--- src/rtl/decode_stage_pkg.sv ---
// Shared constants for the decode stage: RV opcodes, instruction formats,
// immediate formats and the buffered decode-field record.
package decode_stage_pkg;

   localparam logic [6:0] OPCODE_LUI    = 7'b0110111;
   localparam logic [6:0] OPCODE_AUIPC  = 7'b0010111;
   localparam logic [6:0] OPCODE_JAL    = 7'b1101111;
   localparam logic [6:0] OPCODE_JALR   = 7'b1100111;
   localparam logic [6:0] OPCODE_BRANCH = 7'b1100011;
   localparam logic [6:0] OPCODE_LOAD   = 7'b0000011;
   localparam logic [6:0] OPCODE_STORE  = 7'b0100011;
   localparam logic [6:0] OPCODE_ALUIMM = 7'b0010011;
   localparam logic [6:0] OPCODE_ALUREG = 7'b0110011;
   localparam logic [6:0] OPCODE_SYSTEM = 7'b1110011;

   typedef enum logic [2:0] {
      INST_U, INST_J, INST_I, INST_B, INST_S, INST_R, INST_UNKNOWN
   } inst_type;

   typedef enum logic [2:0] {
      IMM_I, IMM_S, IMM_B, IMM_U, IMM_J, IMM_NONE
   } imm_fmt_e;

   typedef enum logic [1:0] {
      BUF_EMPTY, BUF_ONE, BUF_TWO
   } buf_state_e;

   typedef struct packed {
      inst_type   itype;
      logic [4:0] rs1;
      logic [4:0] rs2;
      logic [4:0] rd;
      logic [6:0] opcode;
      logic [2:0] funct3;
      logic [6:0] funct7;
      logic       illegal;
   } dec_fields_t;

   localparam dec_fields_t FIELDS_RESET = '{
      itype: INST_UNKNOWN, rs1: 5'd0, rs2: 5'd0, rd: 5'd0,
      opcode: 7'd0, funct3: 3'd0, funct7: 7'd0, illegal: 1'b0
   };

   function automatic imm_fmt_e imm_fmt_of(input inst_type t);
      unique case (t)
         INST_I:  return IMM_I;
         INST_S:  return IMM_S;
         INST_B:  return IMM_B;
         INST_U:  return IMM_U;
         INST_J:  return IMM_J;
         default: return IMM_NONE;
      endcase
   endfunction

endpackage

--- src/rtl/decode_stage_if.sv ---
// Upstream/downstream bundle of the decode stage; slave is the stage side,
// master is the side that feeds instructions and consumes decoded entries.
interface decode_stage_if
   import decode_stage_pkg::*;
#(
   parameter int XLEN = 32
);
   logic            flush_i;
   logic            valid_i;
   logic            ready_o;
   logic [31:0]     instruction_i;
   logic [XLEN-1:0] pc_i;
   logic            valid_o;
   logic            ready_i;
   logic [XLEN-1:0] pc_o;
   inst_type        instruction_type_o;
   logic [4:0]      rs1_o;
   logic [4:0]      rs2_o;
   logic [4:0]      rd_o;
   logic [6:0]      opcode_o;
   logic [2:0]      funct3_o;
   logic [6:0]      funct7_o;
   logic [XLEN-1:0] imm_o;
   logic            illegal_o;

   modport slave (
      input  flush_i, valid_i, instruction_i, pc_i, ready_i,
      output ready_o, valid_o, pc_o, instruction_type_o, rs1_o, rs2_o, rd_o,
             opcode_o, funct3_o, funct7_o, imm_o, illegal_o
   );

   modport master (
      output flush_i, valid_i, instruction_i, pc_i, ready_i,
      input  ready_o, valid_o, pc_o, instruction_type_o, rs1_o, rs2_o, rd_o,
             opcode_o, funct3_o, funct7_o, imm_o, illegal_o
   );
endinterface

--- src/rtl/decode_stage_imm_gen.sv ---
// Combinational immediate extraction; every format sign-extends from bit 31.
module imm_gen
   import decode_stage_pkg::*;
#(
   parameter int XLEN = 32
) (
   input  logic [31:0]     instr_i,
   input  imm_fmt_e        fmt_i,
   output logic [XLEN-1:0] imm_o
);
   logic s;
   assign s = instr_i[31];

   always_comb begin
      imm_o = '0;
      unique case (fmt_i)
         IMM_I: imm_o = {{(XLEN-12){s}}, instr_i[31:20]};
         IMM_S: imm_o = {{(XLEN-12){s}}, instr_i[31:25], instr_i[11:7]};
         IMM_B: imm_o = {{(XLEN-13){s}}, instr_i[31], instr_i[7],
                         instr_i[30:25], instr_i[11:8], 1'b0};
         IMM_U: imm_o = {{(XLEN-32){s}}, instr_i[31:12], 12'b0};
         IMM_J: imm_o = {{(XLEN-21){s}}, instr_i[31], instr_i[19:12],
                         instr_i[20], instr_i[30:21], 1'b0};
         default: imm_o = '0;
      endcase
   end
endmodule

--- src/rtl/decode_stage.sv ---
// RV decode stage with a 1- or 2-entry output skid buffer.
// Optional DECODE_M_EXT_EN makes ALUREG funct7=0000001 (MUL/DIV) legal.
module decode_stage
   import decode_stage_pkg::*;
#(
   parameter int XLEN       = 32,
   parameter int SKID_DEPTH = 2
) (
   input logic          clk_i,
   input logic          rst_i,
   decode_stage_if.slave bus
);
   logic [31:0]     instr;
   dec_fields_t     dec_fields;
   imm_fmt_e        dec_fmt;
   logic [XLEN-1:0] dec_imm;
   logic            funct7_ok;

   assign instr = bus.instruction_i;

`ifdef DECODE_M_EXT_EN
   assign funct7_ok = (instr[31:25] == 7'b0000000) || (instr[31:25] == 7'b0100000) ||
                      (instr[31:25] == 7'b0000001);
`else
   assign funct7_ok = (instr[31:25] == 7'b0000000) || (instr[31:25] == 7'b0100000);
`endif

   always_comb begin
      dec_fields        = FIELDS_RESET;
      dec_fields.opcode = instr[6:0];
      dec_fields.rd     = instr[11:7];
      dec_fields.funct3 = instr[14:12];
      dec_fields.rs1    = instr[19:15];
      dec_fields.rs2    = instr[24:20];
      dec_fields.funct7 = instr[31:25];
      case (instr[6:0])
         OPCODE_LUI, OPCODE_AUIPC:                      dec_fields.itype = INST_U;
         OPCODE_JAL:                                    dec_fields.itype = INST_J;
         OPCODE_JALR, OPCODE_LOAD, OPCODE_ALUIMM,
         OPCODE_SYSTEM:                                 dec_fields.itype = INST_I;
         OPCODE_BRANCH:                                 dec_fields.itype = INST_B;
         OPCODE_STORE:                                  dec_fields.itype = INST_S;
         OPCODE_ALUREG:                                 dec_fields.itype = INST_R;
         default:                                       dec_fields.itype = INST_UNKNOWN;
      endcase
      dec_fields.illegal = (instr[1:0] != 2'b11) || (dec_fields.itype == INST_UNKNOWN);
      if ((instr[6:0] == OPCODE_ALUREG) && !funct7_ok)
         dec_fields.illegal = 1'b1;
      // RV32 shift amounts are 5 bits; shamt[5] set has no meaning there.
      if ((XLEN == 32) && (instr[6:0] == OPCODE_ALUIMM) &&
          (instr[13:12] == 2'b01) && instr[25])
         dec_fields.illegal = 1'b1;
   end

   assign dec_fmt = imm_fmt_of(dec_fields.itype);

   imm_gen #(.XLEN(XLEN)) u_imm_gen (
      .instr_i (instr),
      .fmt_i   (dec_fmt),
      .imm_o   (dec_imm)
   );

   buf_state_e      state_q, state_d;
   logic            full, valid, in_fire, out_fire;
   logic            wr_head, wr_tail, head_from_tail;
   dec_fields_t     fields_q [2];
   logic [XLEN-1:0] pc_q     [2];
   logic [XLEN-1:0] imm_q    [2];

   assign full     = (SKID_DEPTH == 1) ? (state_q == BUF_ONE) : (state_q == BUF_TWO);
   assign valid    = (state_q != BUF_EMPTY);
   assign in_fire  = bus.valid_i & ~full & ~bus.flush_i;
   assign out_fire = valid & bus.ready_i & ~bus.flush_i;

   always_ff @(posedge clk_i or posedge rst_i) begin
      if (rst_i) state_q <= BUF_EMPTY;
      else       state_q <= state_d;
   end

   always_comb begin
      state_d        = state_q;
      wr_head        = 1'b0;
      wr_tail        = 1'b0;
      head_from_tail = 1'b0;
      if (bus.flush_i) begin
         state_d = BUF_EMPTY;
      end else begin
         unique case (state_q)
            BUF_EMPTY: if (in_fire) begin
               state_d = BUF_ONE;
               wr_head = 1'b1;
            end
            BUF_ONE: begin
               if (in_fire && out_fire) begin
                  wr_head = 1'b1;
               end else if (in_fire) begin
                  state_d = BUF_TWO;
                  wr_tail = 1'b1;
               end else if (out_fire) begin
                  state_d = BUF_EMPTY;
               end
            end
            BUF_TWO: if (out_fire) begin
               state_d        = BUF_ONE;
               head_from_tail = 1'b1;
            end
            default: state_d = BUF_EMPTY;
         endcase
      end
   end

   always_ff @(posedge clk_i or posedge rst_i) begin
      if (rst_i) begin
         for (int k = 0; k < 2; k++) begin
            fields_q[k] <= FIELDS_RESET;
            pc_q[k]     <= '0;
            imm_q[k]    <= '0;
         end
      end else begin
         if (head_from_tail) begin
            fields_q[0] <= fields_q[1];
            pc_q[0]     <= pc_q[1];
            imm_q[0]    <= imm_q[1];
         end else if (wr_head) begin
            fields_q[0] <= dec_fields;
            pc_q[0]     <= bus.pc_i;
            imm_q[0]    <= dec_imm;
         end
         if (wr_tail) begin
            fields_q[1] <= dec_fields;
            pc_q[1]     <= bus.pc_i;
            imm_q[1]    <= dec_imm;
         end
      end
   end

   assign bus.ready_o            = ~full;
   assign bus.valid_o            = valid;
   assign bus.pc_o               = pc_q[0];
   assign bus.imm_o              = imm_q[0];
   assign bus.instruction_type_o = fields_q[0].itype;
   assign bus.rs1_o              = fields_q[0].rs1;
   assign bus.rs2_o              = fields_q[0].rs2;
   assign bus.rd_o               = fields_q[0].rd;
   assign bus.opcode_o           = fields_q[0].opcode;
   assign bus.funct3_o           = fields_q[0].funct3;
   assign bus.funct7_o           = fields_q[0].funct7;
   assign bus.illegal_o          = fields_q[0].illegal;
endmodule

--- src/flat_wrapper.sv ---
// flat-port wrapper written by rule: the top's interface ports become plain ports
module decode_stage_flat import decode_stage_pkg::*;
#(
   parameter int XLEN       = 32,
   parameter int SKID_DEPTH = 2
)
  (clk_i, rst_i, bus_flush_i, bus_valid_i, bus_instruction_i, bus_pc_i, bus_ready_i, bus_ready_o, bus_valid_o, bus_pc_o, bus_instruction_type_o, bus_rs1_o, bus_rs2_o, bus_rd_o, bus_opcode_o, bus_funct3_o, bus_funct7_o, bus_imm_o, bus_illegal_o);
  decode_stage_if #(.XLEN(XLEN)) bus_i ();
  input logic clk_i;
  input logic rst_i;
  input wire logic [$bits(bus_i.flush_i)-1:0] bus_flush_i;
  input wire logic [$bits(bus_i.valid_i)-1:0] bus_valid_i;
  input wire logic [$bits(bus_i.instruction_i)-1:0] bus_instruction_i;
  input wire logic [$bits(bus_i.pc_i)-1:0] bus_pc_i;
  input wire logic [$bits(bus_i.ready_i)-1:0] bus_ready_i;
  output wire logic [$bits(bus_i.ready_o)-1:0] bus_ready_o;
  output wire logic [$bits(bus_i.valid_o)-1:0] bus_valid_o;
  output wire logic [$bits(bus_i.pc_o)-1:0] bus_pc_o;
  output wire logic [$bits(bus_i.instruction_type_o)-1:0] bus_instruction_type_o;
  output wire logic [$bits(bus_i.rs1_o)-1:0] bus_rs1_o;
  output wire logic [$bits(bus_i.rs2_o)-1:0] bus_rs2_o;
  output wire logic [$bits(bus_i.rd_o)-1:0] bus_rd_o;
  output wire logic [$bits(bus_i.opcode_o)-1:0] bus_opcode_o;
  output wire logic [$bits(bus_i.funct3_o)-1:0] bus_funct3_o;
  output wire logic [$bits(bus_i.funct7_o)-1:0] bus_funct7_o;
  output wire logic [$bits(bus_i.imm_o)-1:0] bus_imm_o;
  output wire logic [$bits(bus_i.illegal_o)-1:0] bus_illegal_o;
  assign bus_i.flush_i = bus_flush_i;
  assign bus_i.valid_i = bus_valid_i;
  assign bus_i.instruction_i = bus_instruction_i;
  assign bus_i.pc_i = bus_pc_i;
  assign bus_i.ready_i = bus_ready_i;
  assign bus_ready_o = bus_i.ready_o;
  assign bus_valid_o = bus_i.valid_o;
  assign bus_pc_o = bus_i.pc_o;
  assign bus_instruction_type_o = bus_i.instruction_type_o;
  assign bus_rs1_o = bus_i.rs1_o;
  assign bus_rs2_o = bus_i.rs2_o;
  assign bus_rd_o = bus_i.rd_o;
  assign bus_opcode_o = bus_i.opcode_o;
  assign bus_funct3_o = bus_i.funct3_o;
  assign bus_funct7_o = bus_i.funct7_o;
  assign bus_imm_o = bus_i.imm_o;
  assign bus_illegal_o = bus_i.illegal_o;
  decode_stage #(.XLEN(XLEN), .SKID_DEPTH(SKID_DEPTH)) u_core (.clk_i(clk_i), .rst_i(rst_i), .bus(bus_i));
endmodule
--- config.mk ---
export PLATFORM = sky130hd
export DESIGN_NAME = decode_stage_flat
export DESIGN_NICKNAME = d
export VERILOG_FILES = /design/src/rtl/decode_stage_pkg.sv /design/src/rtl/decode_stage_if.sv /design/src/rtl/decode_stage_imm_gen.sv /design/src/rtl/decode_stage.sv /design/src/flat_wrapper.sv
export SDC_FILE = /design/constraint.sdc
export NUM_CORES = 1
export LEC_CHECK = 0
export CORE_MARGIN = 5
export CORE_UTILIZATION = 45
export DETAILED_ROUTE_END_ITERATION = 8
export GPL_ROUTABILITY_DRIVEN = 1
export GPL_TIMING_DRIVEN = 0
export PLACE_DENSITY = 0.7
export SETUP_SLACK_MARGIN = 0.1
export SYNTH_ARGS = -nofsm -noshare
export SYNTH_HDL_FRONTEND = slang
export SYNTH_SLANG_ARGS = --single-unit
--- constraint.sdc ---
create_clock -name clk_i -period 6.7 [get_ports clk_i]
set_clock_uncertainty 0.1 [all_clocks]
set_input_delay 1.005 -clock clk_i [delete_from_list [all_inputs] [get_ports clk_i]]
set_output_delay 1.005 -clock clk_i [all_outputs]
set_load 0.03 [all_outputs]
==> flow_summary.toml <==
[finish]
drive_above_1_share_pct = 14.1
num_antenna_cells = 0
fin_nets = 1265
syn2layout_area_growth_pct = 30.3

[yosys]
yosysMostFrequentCell = "nand2_1"
synth-main-ff-cell = "dfrtp_1"
synth_area_mm2 = 0.00924
synth.area.top_cells = "dfrtp_1 (54%), nand2_1 (9.7%), buf_4 (8.0%)"
syn_nets = 1069
async_reset_ff_share_pct = 100
postSynthAreaPerCell_um2 = 9.24
synth_edf_count = 0
seq_area_frac_synth_pct = 54.7
yosys_warnings = 0
synth_common_cells = "nand2_1 (238), dfrtp_1 (198), nor2_1 (147)"
yosys.area.top_type_share_pct = 53.6
synth.distinct_cells = 50
synth-seq-cells = 202
synth_largest_area_cell = "dfrtp_1"
syn_inst = 1000

[timing]
hold_viol = 0
maxSlewHeadroom_pct = 45.0
rsz0062_at_grt = "false"
setup_viol = 0
hold_ws_ns = 0.374
fin_crit_sh_pct = 47.6
max_freq_ghz = 0.313
setup_tns_ns = 0
worst_pin_slew_ns = 0.818
timing.final.crit_period_ns = 3.19
maxSlewViolCount = 0

[floorplan]
die_area_mm2 = 0.0235
rows = 52
pin_count = 171
die_width_um = 153
core_mm2 = 0.0202
die_y_um = 153
initial_core_util_pct = 45.7

[drt]
wl_per_cell_um = 17.3
viasPerCell = 5.21
drt_iter0_markers = 507
num_vias = 7729
drc = 0
first_pass_iters = 5
ant_nets = 0
drt_wl_total_um = 25700

[clock_network]
cts-root-buf = "clkbuf_16"
cts.path.max_buffers = 3
ctsResizeCount = 0
clk_pin_slew_ns = 0.06
cts-hold-fix-buffers = 0
post_cts.repair.setup_buffers = 0
clock-sinks = 202
h-tree-depth = 1
cts_tree = "yes"
clk_latency_ns = 0.51
cts_buffers = 23

[power]
pwr-share-comb_pct = 23.6
seq_power_share_pct = 43.7
vdd_drop_max_mv = 0.193
clockPowerShare_pct = 32.7
p_switching_mw = 1.05
power_leakage_nw = 5.66
sw_frac_of_total_pct = 29.5
cell_internal_pwr_mw = 2.51
power_density_mw_per_mm2 = 295

[global_routing]
grt_antenna_before_repair = 0
grt_pass1_wl_um = 41300
grt_max_degree = 44
gr-total-overflow = 0
grtUsageTotal_pct = 21.4
grt_pass1_vias = 7569

[place]
numPortBuffers = 166
gp_congestion = 0.905
hpwl_um = 18100

[worst_setup_path]
worstPathRequired_ns = 7.03
cp-end-kind = "flop"
startpoint_type = "input pin"
crit_type = "input pin to flop"
arrival_ns = 3.52
critPathMaxFanout = 10

[run_status]
outcome = "complete, no violations"

[flow_run]
maxCapViolCount = 0

[hold_path]
hold_class = "flop to flop"
through the flow:
step / cell area (um^2) / util (%) / instances / setup slack, ns / total power, mW
4_1_cts: 12000 / 59.5 / 1483 / 3.58 / 3.58
3_5_place_dp: 11300 / 56.1 / 1441 / 3.06 / 2.42
3_3_place_gp: 11200 / 55.6 / 1436 / 1.37 / 2.39
5_1_grt: 12000 / 59.5 / 1483 / 3.44 / 3.73
6_report: 12000 / 59.5 / 1483 / 3.51 / 3.55
2_1_floorplan: 9250 / - / 1000 / 2.98 / 2.09
cell families after synthesis:
logic type / share of synthesized area [%]
buffers and inverters: 11.0
DFF: 54.7
AOI/OAI and AO/OA: 13.7
and+or+nand+nor: 20.3
xor gates and xnor gates: 0.0948
muxes: 0.230
worst paths after layout:
path | endpoint | cells after the start | from | slack [ns]
max | u_core.bus.opcode_o[2] | 7 | bus_ready_i | 3.51
min | u_core.pc_q[1] | 2 | u_core.pc_q[1] | 0.37
max reg2reg | u_core.bus.opcode_o[2] | 6 | u_core.state_q[1] | 4.23
min reg2reg | u_core.pc_q[1] | 2 | u_core.pc_q[1] | 0.37
max in group asynchronous | u_core.pc_q[8] | 5 | rst_i | 4.75
min in group asynchronous | u_core.bus.funct3_o[0] | 2 | rst_i | 0.72
layer usage:
layer / routed length [um] / track usage [%] / part of all wire, %
met5: 0 / 0 / 0
met4: 481 / 4.84 / 1.9
met3: 1410 / 2.86 / 5.5
met2: 12300 / 34.9 / 48
met1: 11400 / 30.5 / 45
cells in the final DEF, fill, tap and decap left out, types with 4 or more instances in the layout:
master / Yosys / final
nor3_1: 8 / 8
a221o_1: 18 / 18
a32oi_1: 12 / 12
dfstp_2: 4 / 4
dfrtp_1: 198 / 198
nor2b_1: 6 / 6
o22ai_1: 65 / 65
nand3_1: 15 / 15
clkdlybuf4s50_1: 0 / 166
buf_4: 99 / 99
a221oi_1: 8 / 8
a22oi_1: 7 / 7
a22o_1: 15 / 15
a21o_1: 6 / 6
clkbuf_1: 32 / 42
and3_1: 17 / 17
o21ai_0: 11 / 11
o21ai_1: 5 / 5
buf_1: 10 / 10
clkbuf_16: 0 / 23
buf_2: 20 / 20
nor2_1: 147 / 147
a21oi_1: 22 / 22
buf_12: 0 / 5
nand2_1: 238 / 238
power by group through the flow:
stage               Combinational [mW]  Clock, mW  Sequential (mW)
CTS                              0.849       1.18             1.55
global route                     0.911       1.23             1.58
finish                           0.839       1.16             1.55
floorplan                        0.550          0             1.54
detailed placement               0.844          0             1.57
global placement                 0.821          0             1.57
state kept, by name, indices dropped and copies added (netlist names):
name / cells
u_core.bus.funct3_o: 3
u_core.bus.funct7_o: 7
u_core.bus.illegal_o: 1
u_core.bus.imm_o: 32
u_core.bus.instruction_type_o: 3
u_core.bus.opcode_o: 7
u_core.bus.pc_o: 32
u_core.bus.rd_o: 5
u_core.bus.rs1_o: 5
u_core.bus.rs2_o: 5
u_core.fields_q: 36
u_core.imm_q: 32
u_core.pc_q: 32
u_core.state_q: 2
final cells by class:
| type | instances | area (um^2) |
|---|---|---|
| Fill cell | 1781 | 8190 |
| Sequential cell | 202 | 5060 |
| Multi-Input combinational cell | 634 | 3170 |
| Timing Repair Buffer | 171 | 1760 |
| Buffer | 161 | 1000 |
| Clock buffer | 36 | 654 |
| Tap cell | 270 | 338 |
| Clock inverter | 6 | 40.0 |
| Inverter | 3 | 15.0 |
critical path, stage by stage:
cell             delay, ns
clkdlybuf4s50_1       0.52
nand2b_1              0.23
nand2_1               0.33
clkbuf_1              0.51
clkbuf_1              0.58
o22ai_1               0.18
nor2_1                0.14
Power figures use the tool's default switching activity.
==> RTL change 1: new RTL, config.mk and constraints unchanged <==
`XLEN` is set to 32 in 4 places; all go to 36.
--- a/src/rtl/decode_stage_if.sv
+++ b/src/rtl/decode_stage_if.sv
@@ -3,7 +3,7 @@
 interface decode_stage_if
    import decode_stage_pkg::*;
 #(
-   parameter int XLEN = 32
+   parameter int XLEN = 36
 );
    logic            flush_i;
    logic            valid_i;
--- a/src/rtl/decode_stage_imm_gen.sv
+++ b/src/rtl/decode_stage_imm_gen.sv
@@ -2,7 +2,7 @@
 module imm_gen
    import decode_stage_pkg::*;
 #(
-   parameter int XLEN = 32
+   parameter int XLEN = 36
 ) (
    input  logic [31:0]     instr_i,
    input  imm_fmt_e        fmt_i,
--- a/src/rtl/decode_stage.sv
+++ b/src/rtl/decode_stage.sv
@@ -3,7 +3,7 @@
 module decode_stage
    import decode_stage_pkg::*;
 #(
-   parameter int XLEN       = 32,
+   parameter int XLEN       = 36,
    parameter int SKID_DEPTH = 2
 ) (
    input logic          clk_i,
--- a/src/flat_wrapper.sv
+++ b/src/flat_wrapper.sv
@@ -1,7 +1,7 @@
 // flat-port wrapper written by rule: the top's interface ports become plain ports
 module decode_stage_flat import decode_stage_pkg::*;
 #(
-   parameter int XLEN       = 32,
+   parameter int XLEN       = 36,
    parameter int SKID_DEPTH = 2
 )
   (clk_i, rst_i, bus_flush_i, bus_valid_i, bus_instruction_i, bus_pc_i, bus_ready_i, bus_ready_o, bus_valid_o, bus_pc_o, bus_instruction_type_o, bus_rs1_o, bus_rs2_o, bus_rd_o, bus_opcode_o, bus_funct3_o, bus_funct7_o, bus_imm_o, bus_illegal_o);
Interface: changed (resized bus_imm_o, bus_pc_i and bus_pc_o); port bits go from 171 to 183. The function was not compared with the original's and may differ.
==> RTL change 1 against the unedited design <==
Utilization up 0.75 points; first-iteration DRC count up 24%; routed wire length up 6.5%; power up 9.5%; highest routed layer unchanged; worst setup slack worse by 0.12 ns; cell area up 5.2%; synthesized cell count up 4.7%; global-route usage up 0.91 points; register-to-register slack worse by 0.12 ns; sequential cell count up 8; synthesized area up 3.6%.
==> RTL change 1: results <==
export IMPL_crit_path_max_incr_delay_ns=0.60
export IMPL_synth_cell_types=49
export IMPL_synth_async_reset_ratio_pct=100
export IMPL_netSwitchingFraction_pct=28.7
export IMPL_first_pass_iters=6
export IMPL_min_to="u_core.pc_q[21]$_DFFE_PP0P_"
export IMPL_hp_class="register to register"
export IMPL_io_buffer_count=180
export IMPL_cts_resized_gates=0
export IMPL_arrival_ns=3.64
export IMPL_dp_slack_ns=2.93
export IMPL_rrSetupSlack_ns=4.11
export IMPL_worst_pin_slew_ns=0.937
export IMPL_drt_wl_total_um=27300
export IMPL_worstReg2RegStart="u_core.state_q[1]$_DFFE_PP0P_"
export IMPL_cpMaxStageDelayCell="nor3_1"
export IMPL_grt_usage_pct=22.3
export IMPL_antenna_found_initial=0
export IMPL_cts_setup_buffers=0
export IMPL_dp_hpwl_um=19500
export IMPL_peakVddDrop_v=0.000174
export IMPL_reg2reg_to="u_core.fields_q[2]$_DFFE_PP0P_"
export IMPL_outcome="completed"
export IMPL_min_delay_start="u_core.pc_q[21]$_DFFE_PP0P_"
export IMPL_synth_nets=1120
export IMPL_clk_latency_ns=0.51
export IMPL_gp_congestion=0.913
export IMPL_yosysSeqAreaShare_pct=54.9
export IMPL_whs_ns=0.377
export IMPL_cts_max_path_buffers=3
export IMPL_power_leakage_nw=5.97
export IMPL_drt_iter0_markers=628
export IMPL_synthTopCellsByArea="dfrtp_1, nand2_1, buf_4"
export IMPL_synth_commonest_cells="nand2_1, dfrtp_1, nor2_1"
export IMPL_fin_nets=1331
export IMPL_drive_gt1_share_pct=14.9
export IMPL_worst_path_max_fanout=10
export IMPL_grt_pass1_wl_um=43800
export IMPL_vias=8183
RTL change 1: changes by cell type after synthesis, sizes merged, moves of 8 or more:
| cell | before | now |
|---|---|---|
| nand3 | 15 | 2 |
| a31oi | 1 | 10 |
| nor2 | 148 | 161 |
| a221o | 18 | 10 |
| and3 | 17 | 26 |
| dfrtp | 198 | 206 |
| a32oi | 12 | 0 |
| a222oi | 0 | 11 |
| o21ai | 16 | 48 |
| a22o | 15 | 6 |
RTL change 1: critical path, delay by kind of cell:
family / cells / cell delay (ns)
buf+inv: 3 / 1.58
simple gates: 4 / 1.03
RTL change 1: cell type report:
type / instances / area (µm²)
Inverter: 8 / 33.8
Fill cell: 1826 / 8360
Tap cell: 275 / 344
Timing Repair Buffer: 186 / 1920
Multi-Input combinational cell: 658 / 3210
Sequential cell: 210 / 5260
Clock buffer: 31 / 666
Clock inverter: 10 / 153
Buffer: 171 / 1070
RTL change 1: worst max path at each step:
stage           startpoint                            endpoint  slack [ns]  cells after the start
2_1_floorplan        rst_i  u_core.bus.funct3_o[0]$_DFFE_PP0P_        2.87                      1
3_3_place_gp         rst_i      u_core.bus.pc_o[3]$_DFFE_PP0P_        1.22                      2
3_5_place_dp   bus_ready_i          u_core.pc_q[8]$_DFFE_PP0P_        2.93                      7
4_1_cts        bus_ready_i      u_core.fields_q[2]$_DFFE_PP0P_        3.40                      7
5_1_grt        bus_ready_i     u_core.fields_q[13]$_DFFE_PP0P_        3.24                      7
6_report       bus_ready_i      u_core.fields_q[2]$_DFFE_PP0P_        3.39                      7
RTL change 1: power groups by stage:
stage                     clock (W)  combinational [W]  sequential, W
after detailed placement          0           0.000913        0.00164
after global placement            0           0.000887        0.00164
final                       0.00136           0.000907        0.00162
after CTS                   0.00138           0.000918        0.00162
after floorplan                   0           0.000591        0.00161
after global routing        0.00143           0.000987        0.00165
RTL change 1: kinds of logic (layout without fill, tap and decap cells):
family          Yosys count  count (layout)  share of synthesized area, %
buf+inv                 179             406                          11.5
xor+xnor                  3               3                         0.274
simple gates            459             459                          20.0
compound gates          196             196                          13.2
flops                   210             210                          54.9
RTL change 1: metrics by stage:
step / instances / total power [W] / util (%) / instance area [µm²]
5_1_grt: 1549 / 0.00406 / 60.3 / 12700
3_5_place_dp: 1508 / 0.00256 / 56.4 / 11800
3_3_place_gp: 1502 / 0.00252 / 55.8 / 11700
4_1_cts: 1549 / 0.00392 / 60.3 / 12700
6_report: 1549 / 0.00389 / 60.3 / 12700
2_1_floorplan: 1047 / 0.00220 / - / 9580
RTL change 1: routing by layer:
layer | track usage, % | share of wire, % | up-vias
met1 | 30.7 | 42 | 3977
met2 | 37.0 | 49 | 299
li1 | - | - | 3856
met3 | 3.08 | 6.8 | 51
met4 | 6.59 | 2.5 | 0
met5 | 0 | 0 | -
==> RTL change 2: new RTL, same settings <==
Made on the original files. Encoding of `buf_state_e`: now one-hot (3 bits for 3 states).
--- a/src/rtl/decode_stage_pkg.sv
+++ b/src/rtl/decode_stage_pkg.sv
@@ -21,8 +21,8 @@
       IMM_I, IMM_S, IMM_B, IMM_U, IMM_J, IMM_NONE
    } imm_fmt_e;
 
-   typedef enum logic [1:0] {
-      BUF_EMPTY, BUF_ONE, BUF_TWO
+   typedef enum logic [2:0] {
+      BUF_EMPTY = 3'b001, BUF_ONE = 3'b010, BUF_TWO = 3'b100
    } buf_state_e;
 
    typedef struct packed {
Check against the original RTL: same outputs for any inputs over 4 cycles, from zero or initial values and one cycle with rst_i high; so few cycles prove little.
==> RTL change 2 against the unedited design <==
Sequential share of layout area decreased by 1.4 points; cell area increased by 3.9%; first-iteration DRC count increased by 33%; highest routed layer unchanged; die area increased by 4.0%; critical endpoint is now u_core.pc_q[9]$_DFFE_PP0P_; synthesized area increased by 4.3%; power decreased by 1.4%; non-clock buffer count increased by 16; worst setup slack improved by 0.0043 ns; register-to-register slack got worse by 0.21 ns; routed wire length increased by 10%; sequential cell count increased by 1.
==> RTL change 2: results <==
export IMPL_multiInputGateArea_um2=3430
export IMPL_fin_nets=1315
export IMPL_grt_start_max_net_pins=43
export IMPL_slew_headroom_pct=32.0
export IMPL_synth_commonest_cells="nand2_1, dfrtp_1, nor2_1"
export IMPL_drt_wl_total_um=28300
export IMPL_drive_gt1_share_pct=14.8
export IMPL_outcome="completed"
export IMPL_netSwitchingFraction_pct=29.2
export IMPL_dp_hpwl_um=20000
export IMPL_io_buffer_count=169
export IMPL_clockPowerShare_pct=34.8
export IMPL_fillers=1863
export IMPL_gp_congestion=0.894
export IMPL_wl_met3_um=2110
export IMPL_nonClkBufAreaFrac_pct=22.8
export IMPL_peakVddDrop_v=0.000173
export IMPL_arrival_ns=3.53
export IMPL_met2_length_um=13300
export IMPL_clkCellAreaFrac_pct=5.84
export IMPL_buffers=348
export IMPL_via_per_inst=5.43
export IMPL_drt_iter0_markers=674
export IMPL_sh_seq_area_pct=40.7
export IMPL_synth_cell_types=55
export IMPL_power_leakage_nw=5.73
export IMPL_grt_util_met1_pct=32.2
export IMPL_grt_usage_pct=22.5
export IMPL_cts_sinks=203
export IMPL_grt_pass1_vias=8218
export IMPL_inv_count=16
export IMPL_cts_buffers=22
export IMPL_yosysSeqAreaShare_pct=52.8
export IMPL_nClkBuffers=30
export IMPL_met3_usage_pct=3.87
export IMPL_multi_input_cells=655
[RTL change 2: cell count changes in the layout (fill, tap and decap cells not counted), sizes merged, moves of 12 or more]
cell / unedited run / this run
nand2: 238 / 202
a22o: 15 / 0
o21ai: 16 / 36
nor2: 148 / 101
a21oi: 22 / 34
nor3: 11 / 70
o22ai: 65 / 78
[RTL change 2: worst paths after layout]
path                                          startpoint                         endpoint  slack (ns)
min                          u_core.pc_q[25]$_DFFE_PP0P_      u_core.pc_q[25]$_DFFE_PP0P_        0.38
max reg2reg                u_core.state_q[0]$_DFFE_PP1P_  u_core.bus.rs2_o[0]$_DFFE_PP0P_        4.02
max in group asynchronous                          rst_i    u_core.state_q[0]$_DFFE_PP1P_        4.60
min in group asynchronous                          rst_i  u_core.bus.pc_o[30]$_DFFE_PP0P_        0.77
min reg2reg                  u_core.pc_q[25]$_DFFE_PP0P_      u_core.pc_q[25]$_DFFE_PP0P_        0.38
max                                          bus_flush_i       u_core.pc_q[9]$_DFFE_PP0P_        3.51
[RTL change 2: kinds of logic after synthesis]
logic type / share of synthesized area [%]
xor+xnor: 0.273
mux: 0.117
simple gates: 19.8
buf+inv: 11.6
compound gates: 15.4
flops: 52.8
[RTL change 2: worst register-to-register path, stage by stage (launching register included)]
cell and delay, ns:
dfstp_2 0.60, nand3b_1 0.15, a211o_1 0.34, clkbuf_1 0.55
clkbuf_1 0.53, o22ai_1 0.21, nor2_1 0.13
[RTL change 2: stage by stage]
step	cells	setup slack (ns)	util [%]	cell area, µm²	total power (W)
after floorplan	1048	2.97	-	9640	0.00199
after global placement	1492	1.33	55.4	11700	0.00229
after detailed placement	1497	3.04	55.9	11800	0.00231
final	1537	3.51	59.3	12500	0.00351
after global routing	1537	3.29	59.3	12500	0.00365
after CTS	1537	3.53	59.3	12500	0.00352
